**src/rtl/fp_pkg.sv**
```systemverilog
// Shared types for the FP adder scheduler: IEEE-754 single-precision view,
// exponent/NaN constants, scheduler FSM states and the result classifier
// used when the FPADD_FLAGS_EN build option is enabled.
package fp_pkg;

  // IEEE-754 binary32 field view.
  typedef struct packed {
    logic        sign;
    logic [7:0]  exp;
    logic [22:0] mant;
  } fp32_t;

  localparam logic [7:0]  EXP_MAX = 8'hFF;
  localparam logic [31:0] FP_NAN  = 32'h7FFFFFFF;

  // RUN issues, DRAIN waits for in-flight work, HALT is fully idle.
  typedef enum logic [1:0] {
    ST_RUN   = 2'd0,
    ST_DRAIN = 2'd1,
    ST_HALT  = 2'd2
  } schedState_t;

  // Classify a result word as {nan, inf, zero}.
  function automatic logic [2:0] fpFlags(input fp32_t v);
    logic isNan;
    logic isInf;
    logic isZero;
    isNan  = (v.exp == EXP_MAX) && (v.mant != 23'd0);
    isInf  = (v.exp == EXP_MAX) && (v.mant == 23'd0);
    isZero = (v.exp == 8'd0)    && (v.mant == 23'd0);
    return {isNan, isInf, isZero};
  endfunction

endpackage

```
**src/rtl/rr_arbiter.sv**
```systemverilog
// Round-robin selector: grants the first requester found when scanning
// upward from the entry after ptr, wrapping from N-1 back to 0.
module rr_arbiter #(
  parameter int N  = 4,
  parameter int PW = (N > 1) ? $clog2(N) : 1
) (
  input  logic [N-1:0]  req,
  input  logic [PW-1:0] ptr,
  output logic [N-1:0]  grant
);

  // One extra bit so ptr + offset never overflows before the wrap.
  localparam logic [PW:0] NCOUNT = (PW+1)'(N);

  logic [PW:0] cand;
  logic        found;

  // Scan offsets 1..N from the pointer; the first active request wins.
  always_comb begin
    grant = '0;
    found = 1'b0;
    cand  = '0;
    for (int off = 1; off <= N; off++) begin
      cand = {1'b0, ptr} + (PW+1)'(off);
      if (cand >= NCOUNT) begin
        cand = cand - NCOUNT;
      end
      if (!found && req[cand[PW-1:0]]) begin
        grant[cand[PW-1:0]] = 1'b1;
        found               = 1'b1;
      end
    end
  end

endmodule

```
**src/rtl/fp_add_scheduler.sv**
```systemverilog
// Shares one fixed-latency FP adder datapath among NREQ requesters.
// Each requester owns one result buffer and may have one operation
// outstanding; issues are arbitrated round-robin, one per cycle.
// Optional build macro: FPADD_FLAGS_EN adds rsp_flags ({nan, inf, zero}),
// registered alongside rsp_data.
module fp_add_scheduler #(
  parameter int NREQ = 4,
  parameter int LAT  = 2
) (
  input  logic                  clk,
  input  logic                  rst_n,
  input  logic                  en,
  input  logic [NREQ-1:0]       req_valid,
  output logic [NREQ-1:0]       req_ready,
  input  logic [NREQ-1:0][31:0] req_a,
  input  logic [NREQ-1:0][31:0] req_b,
  output logic [NREQ-1:0]       rsp_valid,
  input  logic [NREQ-1:0]       rsp_ready,
  output logic [NREQ-1:0][31:0] rsp_data,
`ifdef FPADD_FLAGS_EN
  output logic [NREQ-1:0][2:0]  rsp_flags,
`endif
  output logic                  dp_valid,
  output logic [31:0]           dp_a,
  output logic [31:0]           dp_b,
  input  logic [31:0]           dp_result,
  output logic                  busy
);

  import fp_pkg::*;

  localparam int PW = (NREQ > 1) ? $clog2(NREQ) : 1;

  schedState_t stateCur;
  schedState_t stateNxt;

  logic [PW-1:0]          lastWin;
  logic [NREQ-1:0]        eligible;
  logic [NREQ-1:0]        grant;
  logic [PW-1:0]          winIdx;
  logic                   issueOk;
  logic                   issue;

  logic [LAT-1:0]         validPipe;
  logic [LAT-1:0][PW-1:0] tagPipe;
  logic                   tailValid;
  logic [PW-1:0]          tailTag;
  logic                   inFlight;

  logic [NREQ-1:0]        pendingVec;
  logic [NREQ-1:0]        fullVec;

  // Issues are only allowed while running and enabled, so en dropping
  // blocks new work in the very same cycle, before the FSM has moved.
  assign issueOk   = (stateCur == ST_RUN) && en;
  assign eligible  = req_valid & ~fullVec & ~pendingVec & {NREQ{issueOk}};
  assign issue     = |grant;

  assign tailValid = validPipe[LAT-1];
  assign tailTag   = tagPipe[LAT-1];
  assign inFlight  = |validPipe;

  rr_arbiter #(
    .N  (NREQ),
    .PW (PW)
  ) u_arb (
    .req   (eligible),
    .ptr   (lastWin),
    .grant (grant)
  );

  // Convert the one-hot grant into the winner's index.
  always_comb begin
    winIdx = '0;
    for (int i = 0; i < NREQ; i++) begin
      if (grant[i]) begin
        winIdx = PW'(i);
      end
    end
  end

  // Drive the datapath from the winner; zeros when idle.
  always_comb begin
    req_ready = grant;
    dp_valid  = issue;
    dp_a      = 32'd0;
    dp_b      = 32'd0;
    if (issue) begin
      dp_a = req_a[winIdx];
      dp_b = req_b[winIdx];
    end
  end

  // Next-state logic for the run/drain/halt controller.
  always_comb begin
    stateNxt = stateCur;
    case (stateCur)
      ST_RUN: begin
        if (!en) begin
          stateNxt = inFlight ? ST_DRAIN : ST_HALT;
        end
      end
      ST_DRAIN: begin
        if (en) begin
          stateNxt = ST_RUN;
        end else if (!inFlight) begin
          stateNxt = ST_HALT;
        end
      end
      ST_HALT: begin
        if (en) begin
          stateNxt = ST_RUN;
        end
      end
      default: stateNxt = ST_HALT;
    endcase
  end

  // Controller state register; reset parks in HALT until en is seen.
  always_ff @(posedge clk or negedge rst_n) begin
    if (!rst_n) begin
      stateCur <= ST_HALT;
    end else begin
      stateCur <= stateNxt;
    end
  end

  // Round-robin pointer remembers the last winner; reset points at the
  // top entry so requester 0 is scanned first.
  always_ff @(posedge clk or negedge rst_n) begin
    if (!rst_n) begin
      lastWin <= PW'(NREQ - 1);
    end else if (issue) begin
      lastWin <= winIdx;
    end
  end

  // Valid/tag shift register mirroring the datapath latency; the tail
  // lines up with dp_result for the matching issue.
  always_ff @(posedge clk or negedge rst_n) begin
    if (!rst_n) begin
      validPipe <= '0;
      tagPipe   <= '0;
    end else begin
      validPipe[0] <= issue;
      tagPipe[0]   <= winIdx;
      for (int k = 1; k < LAT; k++) begin
        validPipe[k] <= validPipe[k-1];
        tagPipe[k]   <= tagPipe[k-1];
      end
    end
  end

  // Per-requester outstanding flag and result buffer.
  for (genvar gi = 0; gi < NREQ; gi++) begin : g_req
    logic        landHere;
    logic        pendingQ;
    logic        fullQ;
    logic [31:0] dataQ;

    assign landHere = tailValid && (tailTag == PW'(gi));

    // Outstanding from issue until the datapath result is captured.
    always_ff @(posedge clk or negedge rst_n) begin
      if (!rst_n) begin
        pendingQ <= 1'b0;
      end else if (grant[gi]) begin
        pendingQ <= 1'b1;
      end else if (landHere) begin
        pendingQ <= 1'b0;
      end
    end

    // Capture the result on landing; free the buffer on handshake. Landing
    // and consuming never coincide because a full buffer blocks re-issue.
    always_ff @(posedge clk or negedge rst_n) begin
      if (!rst_n) begin
        fullQ <= 1'b0;
        dataQ <= 32'd0;
      end else if (landHere) begin
        fullQ <= 1'b1;
        dataQ <= dp_result;
      end else if (fullQ && rsp_ready[gi]) begin
        fullQ <= 1'b0;
      end
    end

`ifdef FPADD_FLAGS_EN
    logic [2:0] flagsQ;

    // Result classification, captured together with the data word.
    always_ff @(posedge clk or negedge rst_n) begin
      if (!rst_n) begin
        flagsQ <= 3'd0;
      end else if (landHere) begin
        flagsQ <= fpFlags(fp32_t'(dp_result));
      end
    end

    assign rsp_flags[gi] = flagsQ;
`endif

    assign pendingVec[gi] = pendingQ;
    assign fullVec[gi]    = fullQ;
    assign rsp_valid[gi]  = fullQ;
    assign rsp_data[gi]   = dataQ;
  end

  assign busy = inFlight | (|fullVec);

endmodule

```
**config.mk**
```make
export PLATFORM = sky130hd
export DESIGN_NAME = fp_add_scheduler
export DESIGN_NICKNAME = d
export VERILOG_FILES = /design/src/rtl/fp_pkg.sv /design/src/rtl/rr_arbiter.sv /design/src/rtl/fp_add_scheduler.sv
export SDC_FILE = /design/constraint.sdc
export NUM_CORES = 1
export LEC_CHECK = 0
export ABC_AREA = 1
export CAP_MARGIN = 20
export CORE_AREA = 2 2 197 199
export DETAILED_ROUTE_END_ITERATION = 6
export DIE_AREA = 0 0 199 201
export GPL_ROUTABILITY_DRIVEN = 0
export PLACE_DENSITY = 0.61
export SYNTH_ARGS = -nofsm -noshare
export SYNTH_HDL_FRONTEND = slang
export SYNTH_HIERARCHICAL = 1
export SYNTH_SLANG_ARGS = --single-unit
```
**constraint.sdc**
```tcl
create_clock -name clk -period 3 [get_ports clk]
set_clock_uncertainty 0.15 [all_clocks]
set_input_delay 0.3 -clock clk [delete_from_list [all_inputs] [get_ports clk]]
set_output_delay 0.3 -clock clk [all_outputs]
set_load 0.005 [all_outputs]
```
==> impl_table.tex <==
\begin{tabular}{lr}
\hline
Metric & Value \\
\hline
\multicolumn{2}{l}{\textbf{Cells and area}} \\
\quad Share of cells above drive strength 1 & 23.2\% \\
\quad Sequential cell area & 3660 µm² \\
\quad Final design area excluding fillers & 17000 µm² \\
\quad Combined area of the multi-input logic cells & 4860 µm² \\
\quad Fill cell total of the finished layout & 3826 \\
\quad Final net count & 2218 \\
\quad Area overhead of the layout relative to synthesis & 94.1\% \\
\multicolumn{2}{l}{\textbf{Clock network}} \\
\quad CTS Sinks & 146 \\
\quad Number of buffers created by CTS & 17 \\
\quad Clock insertion delay at the later pin of the skew report & 0.42 ns \\
\quad Number of buffers on the longest clock path & 2 \\
\quad CTS H-tree depth & 4 \\
\quad Root Buffer & sky130\_fd\_sc\_hd\_\_clkbuf\_16 \\
\quad CTS clk-pin slew, worst paths & 0.07 ns \\
\quad Clock tree from TritonCTS & yes \\
\multicolumn{2}{l}{\textbf{Synthesis}} \\
\quad Synthesized netlist net count & 1658 \\
\quad Cells after Synth & 1351 \\
\quad Number of warnings reported in the yosys synthesis log & 6 \\
\quad Mapped Area & 8770 µm² \\
\quad Cells taking the most area after synthesis & sky130\_fd\_sc\_hd\_\_dfrtp\_1 41\%, sky130\_fd\_sc\_hd\_\_nand2\_1 15\%, sky130\_fd\_sc\_hd\_\_nor2\_1 11\% \\
\quad Share of Yosys cell area claimed by the top area cell type & 40.8\% \\
\quad Dominant cell type by area after synthesis & sky130\_fd\_sc\_hd\_\_dfrtp\_1 \\
\quad Share of the yosys chip area belonging to registers & 41.7\% \\
\quad Flop and latch count out of synthesis & 146 \\
\quad Library cells used by synthesis & 23 \\
\quad Synthesized area divided by synthesized cell count & 6.49 µm² \\
\multicolumn{2}{l}{\textbf{Die}} \\
\quad DIE WIDTH & 199 µm \\
\quad Row count & 72 \\
\quad Die area & 40000 µm² \\
\quad Initial core utilization & 23.0\% \\
\quad Top-Level Pins & 501 \\
\quad Area inside the core boundary & 38100 µm² \\
\quad Vert. Die Dim & 201 µm \\
\multicolumn{2}{l}{\textbf{Global routing}} \\
\quad Antenna violations before repair & 9 \\
\quad Overall Global Routing Usage & 20.4\% \\
\quad First-pass GRT wire length & 61700 µm \\
\quad Maximum number of pins on one net before global-route repair & 65 \\
\quad Grt total ovfl & 0 \\
\quad Number of global-route vias before repair & 10900 \\
\multicolumn{2}{l}{\textbf{Detailed routing}} \\
\quad Detailed-route vias per instance & 4.48 \\
\quad Total wire length after detailed routing & 44000 µm \\
\quad Final routed wire length divided by cell count & 18.0 µm \\
\quad Via total after detailed routing & 11000 \\
\quad Total length of routed met2 wires & 22900 µm \\
\quad Met3 routed WL & 3660 µm \\
\quad Initial detailed-routing violation count & 439 \\
\quad First drt pass iteration count & 5 \\
\quad Number of nets with antenna violations after detailed routing & 0 \\
\quad Uppermost metal layer occupied by signal nets & met5 \\
\quad Detailed-routing wirelength on met1 & 15500 µm \\
\quad Residual DRC & 0 \\
\multicolumn{2}{l}{\textbf{Critical path}} \\
\quad Critical path depth & 20 \\
\quad Library cell contributing the largest single delay on the critical path & sky130\_fd\_sc\_hd\_\_dfstp\_2 \\
\quad Critical path capture point & dp\_b[27] \\
\quad Top fanout value on the critical path & 8 \\
\quad Cells along the critical path & inv\_2 -> nand2\_4 -> nor3\_2 -> buf\_4 -> nand2\_4 -> nand3\_4 -> buf\_6 -> nand3\_1 -> nand2\_1 -> inv\_1 -> nand3\_2 -> buf\_4 -> nor2\_4 -> buf\_12 -> buf\_8 -> nor2\_2 -> nand2\_1 -> a21oi\_2 -> buf\_4 -> buf\_12 \\
\quad Arr. time, crit path & 3.07 ns \\
\quad Family with the most delay on the worst path & buffers and inverters \\
\quad Critical Setup Path Class & reg -> out \\
\quad Worst reg2reg path startpoint & stateCur[1] \\
\quad R2r endpoint & lastWin[1] \\
\quad Crit-path max cell delay & 0.53 ns \\
\quad Most common cell type on the critical path & sky130\_fd\_sc\_hd\_\_buf\_4 \\
\quad Minimum setup slack among reg-to-reg paths & 0.15 ns \\
\quad Sort of element at the end of the critical path & primary output \\
\quad R2R cell count & 19 \\
\quad Data required, critical path & 2.55 ns \\
\quad CP startpoint & stateCur[1] \\
\quad Number of buffer and inverter instances along the worst setup path & 9 \\
\quad Worst Setup Start Kind & flip-flop \\
\multicolumn{2}{l}{\textbf{Outcome}} \\
\quad Violated checks & setup timing \\
\quad Run status & finished with violations \\
\multicolumn{2}{l}{\textbf{STA}} \\
\quad Slew at the pin closest to its max-slew limit & 0.856 ns \\
\quad Fraction of the cycle the final worst path needs & 117\% \\
\quad Final setup violation count & 65 \\
\quad Max-slew violation total from the final report & 0 \\
\quad RSZ-0062 raised after global routing & yes \\
\quad Final number of hold-violating endpoints & 0 \\
\quad Fmax & 0.284 GHz \\
\quad Worst rel slew slack & 43.0\% \\
\quad Least setup slack across all paths after layout & -0.519 ns \\
\quad Clock period minus final worst setup slack & 3.52 ns \\
\multicolumn{2}{l}{\textbf{Placement}} \\
\quad \# port buffers & 500 \\
\quad HPWL after DPL & 30600 µm \\
\quad Worst setup slack after placement & -1.10 ns \\
\quad Standard cell area after detailed placement & 14800 µm² \\
\multicolumn{2}{l}{\textbf{Run}} \\
\quad Max-capacitance violation count & 0 \\
\multicolumn{2}{l}{\textbf{Min path}} \\
\quad HP Class & in -> reg \\
\quad Hold path start & en \\
\hline
\end{tabular}
-- synthesized netlist by cell type --
library cell               number
sky130_fd_sc_hd__nand3_2        2
sky130_fd_sc_hd__o22ai_1        1
sky130_fd_sc_hd__buf_1          3
sky130_fd_sc_hd__nand2_2        2
sky130_fd_sc_hd__nand2_4        2
sky130_fd_sc_hd__inv_2          3
sky130_fd_sc_hd__inv_1        181
sky130_fd_sc_hd__nand3_1       94
sky130_fd_sc_hd__a21o_1         2
sky130_fd_sc_hd__clkbuf_1      25
sky130_fd_sc_hd__ha_1           8
sky130_fd_sc_hd__nor2_1       259
sky130_fd_sc_hd__nand2_1      359
sky130_fd_sc_hd__nor3_2         1
sky130_fd_sc_hd__o21ai_0      132
sky130_fd_sc_hd__buf_2         54
sky130_fd_sc_hd__nor2_4         1
sky130_fd_sc_hd__dfrtp_1      143
sky130_fd_sc_hd__or2_2          1
sky130_fd_sc_hd__a21oi_1       64
sky130_fd_sc_hd__dfstp_2        3
sky130_fd_sc_hd__nor3_1         5
sky130_fd_sc_hd__buf_4          6
-- worst min path at each step --
| stage | endpoint | slack [ns] | cells after the start |
|---|---|---|---|
| final | stateCur[1] | 0.04 | 3 |
| after global routing | stateCur[0] | 0.05 | 3 |
| after CTS | tailTag[0] | 0.20 | 0 |
| after detailed placement | g_req[2].dataQ[11] | 0.16 | 1 |
| after global placement | g_req[3].dataQ[8] | 0.16 | 1 |
| after floorplan | g_req[0].dataQ[0] | -0.15 | 0 |
-- state kept, by name, summed over array words and instances, names as in the netlist --
signal,cells
stateCur,2
g_req.fullQ,4
g_req.dataQ,128
validPipe,2
g_req.pendingQ,4
tailTag,2
tagPipe,2
lastWin,2
-- stage by stage --
stage	setup TNS, ns	hold WS, ns	std cells	util [%]
3_3_place_gp	-60.87	0.155	2348	38.7
5_1_grt	-38.21	0.0475	2449	44.7
2_1_floorplan	0	-0.146	1351	-
6_report	-27.57	0.0418	2449	44.7
4_1_cts	-25.62	0.203	2415	42.4
3_5_place_dp	-63.09	0.158	2348	38.7
-- cell usage in the layout (no fill, tap or decap), types with 4 or more instances in the layout --
cell type                         instances
sky130_fd_sc_hd__nand2_1                294
sky130_fd_sc_hd__buf_8                    9
sky130_fd_sc_hd__o21ai_0                132
sky130_fd_sc_hd__a21oi_4                  4
sky130_fd_sc_hd__nor2_2                  35
sky130_fd_sc_hd__buf_12                  24
sky130_fd_sc_hd__buf_2                   48
sky130_fd_sc_hd__nand3_1                 71
sky130_fd_sc_hd__a21oi_2                 48
sky130_fd_sc_hd__nand2_2                 58
sky130_fd_sc_hd__inv_6                    6
sky130_fd_sc_hd__buf_4                   69
sky130_fd_sc_hd__clkdlybuf4s50_1        429
sky130_fd_sc_hd__a21oi_1                 12
sky130_fd_sc_hd__diode_2                  7
sky130_fd_sc_hd__clkbuf_16               25
sky130_fd_sc_hd__nor2_1                 209
sky130_fd_sc_hd__nand3_4                  7
sky130_fd_sc_hd__nand2_4                 10
sky130_fd_sc_hd__buf_6                   22
sky130_fd_sc_hd__dfrtp_1                143
sky130_fd_sc_hd__inv_2                    8
sky130_fd_sc_hd__nand3_2                 18
sky130_fd_sc_hd__buf_16                  11
sky130_fd_sc_hd__nor2_4                  16
sky130_fd_sc_hd__inv_1                  172
sky130_fd_sc_hd__ha_1                     7
-- worst min-delay path, stage by stage --
cell                             delay (ns)
sky130_fd_sc_hd__dlymetal6s2s_1        0.12
sky130_fd_sc_hd__buf_4                 0.13
sky130_fd_sc_hd__o22ai_1               0.06
-- kinds of logic (layout without fill, tap and decap cells) --
logic type | Yosys count | in the layout | synth area share (%)
AND/OR/NAND/NOR | 726 | 726 | 33.0
buffers and inverters | 272 | 845 | 12.7
AO/OA/AOI/OAI | 199 | 199 | 11.4
flip-flops | 146 | 146 | 41.7
adder cells (fa/ha/maj) | 8 | 8 | 1.14
other | 0 | 7 | 0
-- per-layer routing --
metal | up-vias | global-route usage, %
met5 | - | 0
met2 | 454 | 37.4
li1 | 5260 | -
met4 | 2 | 9.38
met1 | 5162 | 20.9
met3 | 93 | 6.25
-- area by class of cell --
type                    instances  area share, %
diodes                          7          0.103
clock inverters                14          0.853
multi-input cells             933           28.6
inverters                     184           4.15
flip-flops and latches        146           21.5
well taps                     518           3.81
repair buffers                629           38.5
clock buffers                  18           2.58
-- repair_timing --
action,CTS,global route
pin swaps,24,98
hold buffers,1,0
resized for setup,354,208
buffers inserted,24,20
cloned,11,11
endpoints found under the setup margin,69,67
endpoints found under the hold margin,54,0
Power is left out: the tool's default activity adds up to more than one toggle a clock period on the data nets, which glitch-free logic cannot reach.
==> RTL edit (same settings) <==
Build with the macro `FPADD_FLAGS_EN` defined.
--- a/src/rtl/fp_add_scheduler.sv
+++ b/src/rtl/fp_add_scheduler.sv
@@ -3,6 +3,8 @@
 // outstanding; issues are arbitrated round-robin, one per cycle.
 // Optional build macro: FPADD_FLAGS_EN adds rsp_flags ({nan, inf, zero}),
 // registered alongside rsp_data.
+`define FPADD_FLAGS_EN
+
 module fp_add_scheduler #(
   parameter int NREQ = 4,
   parameter int LAT  = 2
Function (old outputs only; new: rsp_flags): kept (equiv_simple and equiv_induct, registers matched by name and starting in step).
==> RTL edit against the original RTL <==
- the flow still finishes with violations (setup timing)
- sequential share of layout area grew 2.7 points
- first-iteration DRC count grew 42%
- sequential cell count grew 12
- critical path depth shrank 3
- final area shrank 3.8%
- maximum frequency shrank 1.6%
- synthesized area shrank 4.7%
- synthesized cell count shrank 18%
- final cell count shrank 9.4%
- routed wire length grew 6.0%
- worst setup slack lost 0.058 ns
- critical endpoint is now dp_b[15]
Power is left out: it rests on default switching activity, and per cell area and clock period it moved more than threefold.
==> RTL edit: results (changes against the original RTL) <==
[global_route]
grt_pass1_vias = 10659  ; -1.8%
antenna_found_initial = 4  ; -5
grt.total_usage_pct = 22.5  ; +2.1 points
grt_max_degree = 70  ; +7.7%
grt_pass1_wl_mm = 67.2  ; +8.9%

[yosys]
yosys_warnings = 6  ; unchanged
synth-seq-area-share_pct = 47.4  ; +5.6 points
ys_top_cells_by_area = dfrtp_1, o21ai_0, nor2_1
syn-num-nets = 1411  ; -15%
syn_avg_cell_area_um2 = 7.57  ; +17%
synth-async-reset-ratio_pct = 100  ; unchanged
synthDistinctLibCells = 27  ; +17%
synth_ff_type = dfrtp_1
synth_common_cells = nor2_1, o21ai_0, nand2_1
synth_fa_ha_area_share_pct = 1.20  ; +0.056 points
synth-compound-area-share_pct = 21.6  ; +10 points

[setup_path]
path_max_fanout = 6  ; -2
r2r-start = lastWin[0]
critical-path-max-stage-delay_ns = 0.53  ; about the same
worst_path_max_delay_cell = dfstp_2
rrSetupSlack_ns = 0.36  ; +0.21 ns
cp.arrival_ns = 3.13  ; +0.06 ns
timing.rr.end = lastWin[1]
reg2reg_depth = 18  ; -1

[drt]
routed_wl_mm = 46.6  ; +6.0%
drt-initial-drc-count = 625  ; +42%
via_per_inst = 4.71  ; +5.1%
num_vias = 10451  ; -4.7%

[timing]
hold_slack_ns = 0.156  ; +0.114 ns
fin_setup_tns_ns = -33.04  ; -5.46 ns
hold_viol_final = 0  ; unchanged
setup_viol = 66  ; +1.5%
worst_pin_slew_ns = 0.647  ; -0.208 ns
fin_ws_ns = -0.577  ; -0.0584 ns

[cts]
cts_buffers = 17  ; unchanged
cts_max_path_buffers = 2  ; unchanged
clkLatencyLatePin_ns = 0.43
path_clk_slew_ns = 0.06

[hold_path]
hold_end = stateCur[1]
hp-class = input pin to flop

[placed_design]
placed_area_um2 = 14600  ; -1.3%
hpwl_mm = 33.2  ; +8.3%
port-buffer-count = 512  ; +2.4%
placedCellCount = 2133  ; -9.2%
pre_cts_slack_ns = -1.19  ; -0.0866 ns

[finish]
drive_above_1_share_pct = 21.4  ; -1.7 points
top_regs = g_req.dataQ x128, g_req.flagsQ x12
fin_nets = 1993  ; -10%

[outcome]
violations = setup timing
outcome = finished with violations

==> RTL edit: worst max-delay path, delay by kind of cell (launching register included) <==
family	cells	cell delay [ns]
simple gates	6	0.55
flops	1	0.53
fa+ha+maj	1	0.30
compound gates	2	0.28
buf+inv	8	1.01
==> RTL edit: what timing repair did <==
action	CTS	global route
buffers inserted	28	4
endpoints found under the setup margin	69	66
pin swaps	93	45
cloned	14	4
hold buffers	1	0
resized for setup	449	59
endpoints found under the hold margin	67	0
==> RTL edit: layer usage <==
| layer | vias to the layer above | share of wire (%) | global-route usage, % |
|---|---|---|---|
| li1 | 4844 | - | - |
| met1 | 5032 | 39 | 26.5 |
| met2 | 492 | 52 | 40.7 |
| met3 | 79 | 7.3 | 5.02 |
| met4 | 4 | 2.3 | 6.16 |
| met5 | - | 0.047 | 0 |
==> RTL edit: how the worst max path moves through the flow <==
| stage | start | to | slack (ns) | cells past startpoint |
|---|---|---|---|---|
| 6_report | lastWin[0] | dp_b[15] | -0.58 | 17 |
| 5_1_grt | lastWin[1] | dp_b[30] | -0.70 | 20 |
| 4_1_cts | stateCur[1] | dp_b[4] | -0.55 | 21 |
| 3_5_place_dp | en | dp_b[16] | -1.19 | 20 |
| 3_3_place_gp | en | dp_b[16] | -1.16 | 20 |
| 2_1_floorplan | lastWin[0] | dp_a[11] | -0.05 | 14 |
==> RTL edit: area by class of cell <==
type                       count  area, um^2
inverter                      71         297
antenna                        3        7.51
sequential                   158        3960
fill                        3833       21700
tap                          518         648
clock inverter                11         130
multi-input combinational    795        4250
timing repair buffer         643        6620
clock buffer                  20         457
